## src/rtl/sdhci_cmd_pkg.sv

```systemverilog
// -----------------------------------------------------------------------------
// sdhci_cmd_pkg
// Shared definitions for the SD host CMD-line transmitter:
//   - tx_state_e     : transmitter state encoding
//   - frame geometry : CmdFrameLen, CmdCrcStartCnt, CmdEndBitCnt
//   - CmdCrcPoly     : CRC7 polynomial x^7 + x^3 + 1 (x^7 term implicit)
//   - NccCycles      : minimum command spacing used by CMD_WRITE_NCC_EN
//   - crc7_next      : one serial CRC7 step with feedback
// -----------------------------------------------------------------------------
package sdhci_cmd_pkg;

    typedef enum logic [2:0] {
        TX_IDLE      = 3'd0,
        TX_SHIFT_OUT = 3'd1,
        TX_CRC_OUT   = 3'd2,
        TX_END_BIT   = 3'd3,
        TX_GAP       = 3'd4,
        TX_LISTEN    = 3'd5,
        TX_NCC       = 3'd6
    } tx_state_e;

    localparam logic [5:0] CmdFrameLen    = 6'd48;
    localparam logic [5:0] CmdCrcStartCnt = 6'd40;
    localparam logic [5:0] CmdEndBitCnt   = 6'd47;
    localparam logic [6:0] CmdCrcPoly     = 7'h09;
    localparam logic [3:0] NccCycles      = 4'd8;

    // One serial CRC7 step: shift left, fold the polynomial in when the
    // outgoing MSB differs from the incoming data bit.
    function automatic logic [6:0] crc7_next(input logic [6:0] crc, input logic data);
        logic fb;
        fb = crc[6] ^ data;
        return {crc[5:0], 1'b0} ^ (fb ? CmdCrcPoly : 7'h00);
    endfunction

endpackage

```

## src/rtl/crc7_write.sv

```systemverilog
// -----------------------------------------------------------------------------
// crc7_write
// Serial CRC7 generator for the outgoing command frame.
// Ports:
//   clk_i, rst_ni   clock and asynchronous active-low reset
//   clk_en_i        SD clock enable; register only moves when high
//   clear_i         zero the CRC (highest priority)
//   shift_in_i      absorb data_i with polynomial feedback
//   shift_out_i     shift towards the MSB without feedback (serialise CRC)
//   data_i          serial data bit being transmitted
//   crc_msb_o       current CRC MSB (next CRC bit on the line)
//   crc_o           full 7-bit CRC register
// -----------------------------------------------------------------------------
module crc7_write
    import sdhci_cmd_pkg::*;
(
    input  logic       clk_i,
    input  logic       rst_ni,
    input  logic       clk_en_i,
    input  logic       clear_i,
    input  logic       shift_in_i,
    input  logic       shift_out_i,
    input  logic       data_i,
    output logic       crc_msb_o,
    output logic [6:0] crc_o
);

    logic [6:0] crc_r;

    // CRC register: clear, accumulate with feedback, or serialise.
    always_ff @(posedge clk_i or negedge rst_ni) begin
        if (!rst_ni) begin
            crc_r <= 7'h00;
        end else if (clk_en_i) begin
            if (clear_i) begin
                crc_r <= 7'h00;
            end else if (shift_in_i) begin
                crc_r <= crc7_next(crc_r, data_i);
            end else if (shift_out_i) begin
                crc_r <= {crc_r[5:0], 1'b0};
            end else begin
                crc_r <= crc_r;
            end
        end
    end

    assign crc_msb_o = crc_r[6];
    assign crc_o     = crc_r;

endmodule

```

## src/rtl/cmd_write.sv

```systemverilog
// -----------------------------------------------------------------------------
// cmd_write
// Host-side SD command transmitter. Serialises the 48-bit frame
// {0, 1, index[5:0], argument[31:0], crc7[6:0], 1} MSB first on the CMD line,
// then strobes start_listening_o/done_o two enabled cycles after the end bit.
// Optional feature macro: CMD_WRITE_NCC_EN -- when defined, an 8 enabled-cycle
// NCC state follows LISTEN before the next command can be accepted.
// Ports:
//   clk_i, rst_ni        clock, asynchronous active-low reset
//   clk_en_i             SD clock enable; all state advances only when high
//   start_tx_i           send request, sampled in IDLE on enabled cycles
//   cmd_index_i[5:0]     command index, latched on accept
//   cmd_argument_i[31:0] command argument, latched on accept
//   cmd_o                serial CMD data
//   cmd_en_o             CMD pad output enable
//   busy_o               high from accept until back in IDLE
//   start_listening_o    strobe to the response receiver
//   done_o               one enabled-cycle pulse at frame completion
// -----------------------------------------------------------------------------
module cmd_write
    import sdhci_cmd_pkg::*;
(
    input  logic        clk_i,
    input  logic        rst_ni,
    input  logic        clk_en_i,
    input  logic        start_tx_i,
    input  logic [5:0]  cmd_index_i,
    input  logic [31:0] cmd_argument_i,
    output logic        cmd_o,
    output logic        cmd_en_o,
    output logic        busy_o,
    output logic        start_listening_o,
    output logic        done_o
);

    tx_state_e   state_r;
    logic [39:0] shift_r;
    logic [5:0]  bit_cnt_r;
`ifdef CMD_WRITE_NCC_EN
    logic [3:0]  ncc_cnt_r;
`endif

    logic       crc_clear_s;
    logic       crc_shift_in_s;
    logic       crc_shift_out_s;
    logic       crc_msb_s;
    // Full CRC value is only needed for debug visibility, the line uses the MSB.
    logic [6:0] crc_value_unused_s;

    logic cmd_s;
    logic cmd_en_s;
    logic busy_s;
    logic listen_s;
    logic done_s;

    // CRC sequencing derived from the current state.
    always_comb begin
        crc_clear_s     = 1'b0;
        crc_shift_in_s  = 1'b0;
        crc_shift_out_s = 1'b0;
        case (state_r)
            TX_IDLE:      crc_clear_s     = start_tx_i;
            TX_SHIFT_OUT: crc_shift_in_s  = 1'b1;
            TX_CRC_OUT:   crc_shift_out_s = 1'b1;
            default: begin
                crc_clear_s     = 1'b0;
                crc_shift_in_s  = 1'b0;
                crc_shift_out_s = 1'b0;
            end
        endcase
    end

    crc7_write u_crc7 (
        .clk_i       (clk_i),
        .rst_ni      (rst_ni),
        .clk_en_i    (clk_en_i),
        .clear_i     (crc_clear_s),
        .shift_in_i  (crc_shift_in_s),
        .shift_out_i (crc_shift_out_s),
        .data_i      (shift_r[39]),
        .crc_msb_o   (crc_msb_s),
        .crc_o       (crc_value_unused_s)
    );

    // Transmit FSM, payload shift register and bit counter.
    always_ff @(posedge clk_i or negedge rst_ni) begin
        if (!rst_ni) begin
            state_r   <= TX_IDLE;
            shift_r   <= 40'h0;
            bit_cnt_r <= 6'd0;
`ifdef CMD_WRITE_NCC_EN
            ncc_cnt_r <= 4'd0;
`endif
        end else if (clk_en_i) begin
            case (state_r)
                TX_IDLE: begin
                    bit_cnt_r <= 6'd0;
                    if (start_tx_i) begin
                        shift_r <= {1'b0, 1'b1, cmd_index_i, cmd_argument_i};
                        state_r <= TX_SHIFT_OUT;
                    end
                end
                TX_SHIFT_OUT: begin
                    shift_r   <= {shift_r[38:0], 1'b0};
                    bit_cnt_r <= bit_cnt_r + 6'd1;
                    // Last payload bit is on the line this cycle.
                    if (bit_cnt_r == (CmdCrcStartCnt - 6'd1)) begin
                        state_r <= TX_CRC_OUT;
                    end
                end
                TX_CRC_OUT: begin
                    bit_cnt_r <= bit_cnt_r + 6'd1;
                    if (bit_cnt_r == (CmdEndBitCnt - 6'd1)) begin
                        state_r <= TX_END_BIT;
                    end
                end
                TX_END_BIT: begin
                    state_r <= TX_GAP;
                end
                TX_GAP: begin
                    state_r <= TX_LISTEN;
                end
                TX_LISTEN: begin
`ifdef CMD_WRITE_NCC_EN
                    ncc_cnt_r <= 4'd0;
                    state_r   <= TX_NCC;
`else
                    state_r   <= TX_IDLE;
`endif
                end
`ifdef CMD_WRITE_NCC_EN
                TX_NCC: begin
                    ncc_cnt_r <= ncc_cnt_r + 4'd1;
                    if (ncc_cnt_r == (NccCycles - 4'd1)) begin
                        state_r <= TX_IDLE;
                    end
                end
`endif
                default: begin
                    state_r <= TX_IDLE;
                end
            endcase
        end
    end

    // Output decode from registered state; holds naturally across disabled cycles.
    always_comb begin
        cmd_s    = 1'b1;
        cmd_en_s = 1'b0;
        busy_s   = 1'b1;
        listen_s = 1'b0;
        done_s   = 1'b0;
        case (state_r)
            TX_IDLE: begin
                busy_s = 1'b0;
            end
            TX_SHIFT_OUT: begin
                cmd_s    = shift_r[39];
                cmd_en_s = 1'b1;
            end
            TX_CRC_OUT: begin
                cmd_s    = crc_msb_s;
                cmd_en_s = 1'b1;
            end
            TX_END_BIT: begin
                cmd_en_s = 1'b1;
            end
            TX_GAP: begin
                cmd_en_s = 1'b0;
            end
            TX_LISTEN: begin
                listen_s = 1'b1;
                done_s   = 1'b1;
            end
            TX_NCC: begin
                cmd_en_s = 1'b0;
            end
            default: begin
                busy_s = 1'b0;
            end
        endcase
    end

    assign cmd_o             = cmd_s;
    assign cmd_en_o          = cmd_en_s;
    assign busy_o            = busy_s;
    assign start_listening_o = listen_s;
    assign done_o            = done_s;

endmodule
```

## config.mk

```make
export PLATFORM = sky130hd
export DESIGN_NAME = cmd_write
export DESIGN_NICKNAME = d
export VERILOG_FILES = /design/src/rtl/sdhci_cmd_pkg.sv /design/src/rtl/crc7_write.sv /design/src/rtl/cmd_write.sv
export SDC_FILE = /design/constraint.sdc
export NUM_CORES = 1
export LEC_CHECK = 0
export CAP_MARGIN = 20
export CORE_ASPECT_RATIO = 0.9
export CORE_MARGIN = 10
export CORE_UTILIZATION = 53
export CTS_CLUSTER_DIAMETER = 30
export CTS_CLUSTER_SIZE = 14
export DETAILED_ROUTE_END_ITERATION = 6
export PLACE_DENSITY = 0.84
export SLEW_MARGIN = 30
export SYNTH_ARGS = -nofsm -noshare
export SYNTH_HDL_FRONTEND = slang
export SYNTH_SLANG_ARGS = --single-unit
```

## constraint.sdc

```tcl
create_clock -name clk_i -period 2.4 [get_ports clk_i]
set_clock_uncertainty 0.15 [all_clocks]
set_input_delay 0.36 -clock clk_i [delete_from_list [all_inputs] [get_ports clk_i]]
set_output_delay 0.36 -clock clk_i [all_outputs]
set_load 0.1 [all_outputs]
```

==> results.yml <==
place:
  place_ws_ns: 0.230
  gp_congestion: 0.870
  dp.cells: 410
  place_hpwl_um: 4320
  io_buffers: 46
clocking:
  cts_buffers: 5
  htreeDepth: 2
  clockRootBuffer: "clkbuf_8"
  clk_pin_slew_ns: 0.10
  cts_tree: "yes"
  cts.path.max_buffers: 2
  clk_latency_ns: 0.31
  cts.sinks: 56
timing:
  hold_ws_ns: 0.366
  fin_ws_ns: 0.325
  fmax_ghz: 0.482
  post-route-min-period_ns: 2.07
  fin_tns_setup_ns: 0
  slew_headroom_pct: 58.5
  setup_viol: 0
  drv_slew: 0
  min_period_over_period_pct: 86.4
  hold_viol_final: 0
  rsz0062_at_grt: "no"
  worst_slew_pin_slew_ns: 0.623
drt:
  drtIter0Drc: 149
  wire_per_inst_um: 14.5
  drtAntennaViolNets: 0
  vias: 2245
  routed_wl_um: 6070
  viasPerCell: 5.36
  first_pass_iters: 4
  drc: 0
layout:
  antenna_cells: 0
  multi_input_area_um2: 1200
  utilization_pct: 69.3
  final_cell_count_no_fill: 419
  drive_gt1_share_pct: 8.19
  area_growth_syn_to_layout_pct: 24.6
  seqCellArea_um2: 1400
  fin_nets: 397
  fill_cells: 398
setup_path:
  cp_max_fo: 10
  startpoint_type: "register"
  crit_path_end_kind: "primary output"
  critPathKind: "register to primary output"
  crit_arrival_ns: 1.56
  critPathRequiredTime_ns: 1.89
  r2r_slack_ns: 0.50
run_status:
  outcome: "complete, no violations"
yosys:
  yosys_warnings: 0
  syn_nets: 359
  synth_cells: 315
  synth-async-reset-ratio_pct: 100
  ys_ff_latch: 56
  synth.distinct_cells: 37
  synth_area_per_cell_um2: 8.64
  synth_flop_cell: "dfrtp_1"
  yosysSeqAreaShare_pct: 51.5
  synth_edf_count: 0
  syn-cell-area_um2: 2720
global_route:
  antenna_found_initial: 0
  grt_start_max_net_pins: 47
  grt_pass1_wl_um: 10600
  gr-total-overflow: 0
  grt_pass1_vias: 2233
  track_usage_pct: 15.6
floorplanning:
  start_util_pct: 55.6
  ios: 47
  die_y_um: 88.0
  die_w_um: 95.6
  row_count: 24
  die-area_um2: 8410
  core_um2: 4890
power_and_ir_drop:
  ir_drop_mv: 0.515
  leakage_nw: 1.48
  power_density_nw_per_um2: 877
min_path:
  holdCritPathClass: "register to register"
flow_run:
  drv_cap: 0
worst max-delay path: stages, from the launching register on:
cell	delay (ns)
dfrtp_1	0.43
buf_4	0.21
nor3b_1	0.29
o21bai_2	0.14
buf_12	0.18
cells in the final DEF (no fill, tap or decap), types with 3 or more instances in the layout:
cell             instances
buf_12                   7
o21ai_0                  7
nor2_1                  48
inv_1                    5
xor2_1                   4
mux2i_1                  5
nor3b_1                  3
nand3_1                  4
o21ai_1                  5
nand2b_1                 3
a31oi_1                 37
clkdlybuf4s50_1         40
clkbuf_8                 6
buf_4                    5
nor3_1                   6
dfrtp_1                 56
nand2_1                 82
layout make-up:
cell class | count | area share (%)
Clock buffer | 7 | 2.54
Sequential cell | 56 | 41.3
Timing Repair Buffer | 54 | 17.5
Clock inverter | 1 | 0.221
Tap cell | 65 | 2.40
Inverter | 5 | 0.553
Multi-Input combinational cell | 231 | 35.5
cell usage after synthesis, types with 2 or more instances:
cell type,n,area (um^2)
nand2_1,82,308
dfrtp_1,56,1400
nor2_1,49,184
a31oi_1,37,231
buf_2,10,50.1
clkbuf_1,9,33.8
o21ai_0,7,35.0
nor3_1,6,30.0
inv_1,5,18.8
mux2i_1,5,50.1
o21ai_1,5,25.0
nand3_1,4,20.0
xor2_1,4,35.0
nand2b_1,3,18.8
nor3b_1,3,22.5
a21oi_1,2,10.0
and3_1,2,12.5
buf_4,2,15.0
buf_6,2,22.5
ha_1,2,25.0
nand4_1,2,12.5
nor2b_1,2,12.5
o41ai_1,2,17.5
cell families (layout without fill, tap and decap cells):
family,Yosys count,after routing,synth area share (%)
fa+ha+maj,2,2,0.919
mux,6,6,2.25
compound gates,58,58,13.2
flops,56,56,51.5
xor+xnor,5,5,1.88
simple gates,160,160,25.1
buf+inv,28,67,5.15
metrics by stage:
step / area [um^2] / total power [mW]
2_1_floorplan: 2730 / 2.15
3_3_place_gp: 3290 / 2.39
3_5_place_dp: 3290 / 2.46
4_1_cts: 3390 / 3.00
5_1_grt: 3390 / 3.20
6_report: 3390 / 2.97
routing by layer:
| metal | track usage, % | vias to the layer above | share of wire (%) |
|---|---|---|---|
| met4 | 5.09 | 0 | 1.5 |
| met2 | 25.9 | 51 | 49 |
| li1 | - | 1139 | - |
| met1 | 19.7 | 1047 | 44 |
| met5 | 0 | - | 0 |
| met3 | 3.42 | 8 | 5.3 |
flip-flops by register name (all words and copies together), names as in the netlist:
signal,count
bit_cnt_r,6
shift_r,40
u_crc7.crc_o,7
state_r,3
worst paths after layout:
check                             from         endpoint  cells after the start
min                        shift_r[38]      shift_r[38]                      1
max in group asynchronous       rst_ni  u_crc7.crc_o[5]                      3
min in group asynchronous       rst_ni      shift_r[13]                      2
max                         state_r[0]            cmd_o                      4
max reg2reg                 state_r[1]       state_r[0]                      4
min reg2reg                shift_r[38]      shift_r[38]                      1
power breakdown:
| group | switching [mW] | internal [mW] |
|---|---|---|
| combinational | 0.479 | 0.417 |
| sequential | 0.230 | 1.32 |
| clock | 0.298 | 0.235 |
| total | 1.01 | 1.97 |
what timing repair did:
item / in CTS / in global routing
resized for setup: 0 / 0
endpoints found under the setup margin: 0 / 0
hold buffers: 1 / 0
buffers inserted: 0 / 0
hold endpoints to repair: 26 / 0
Power figures use the tool's default switching activity.
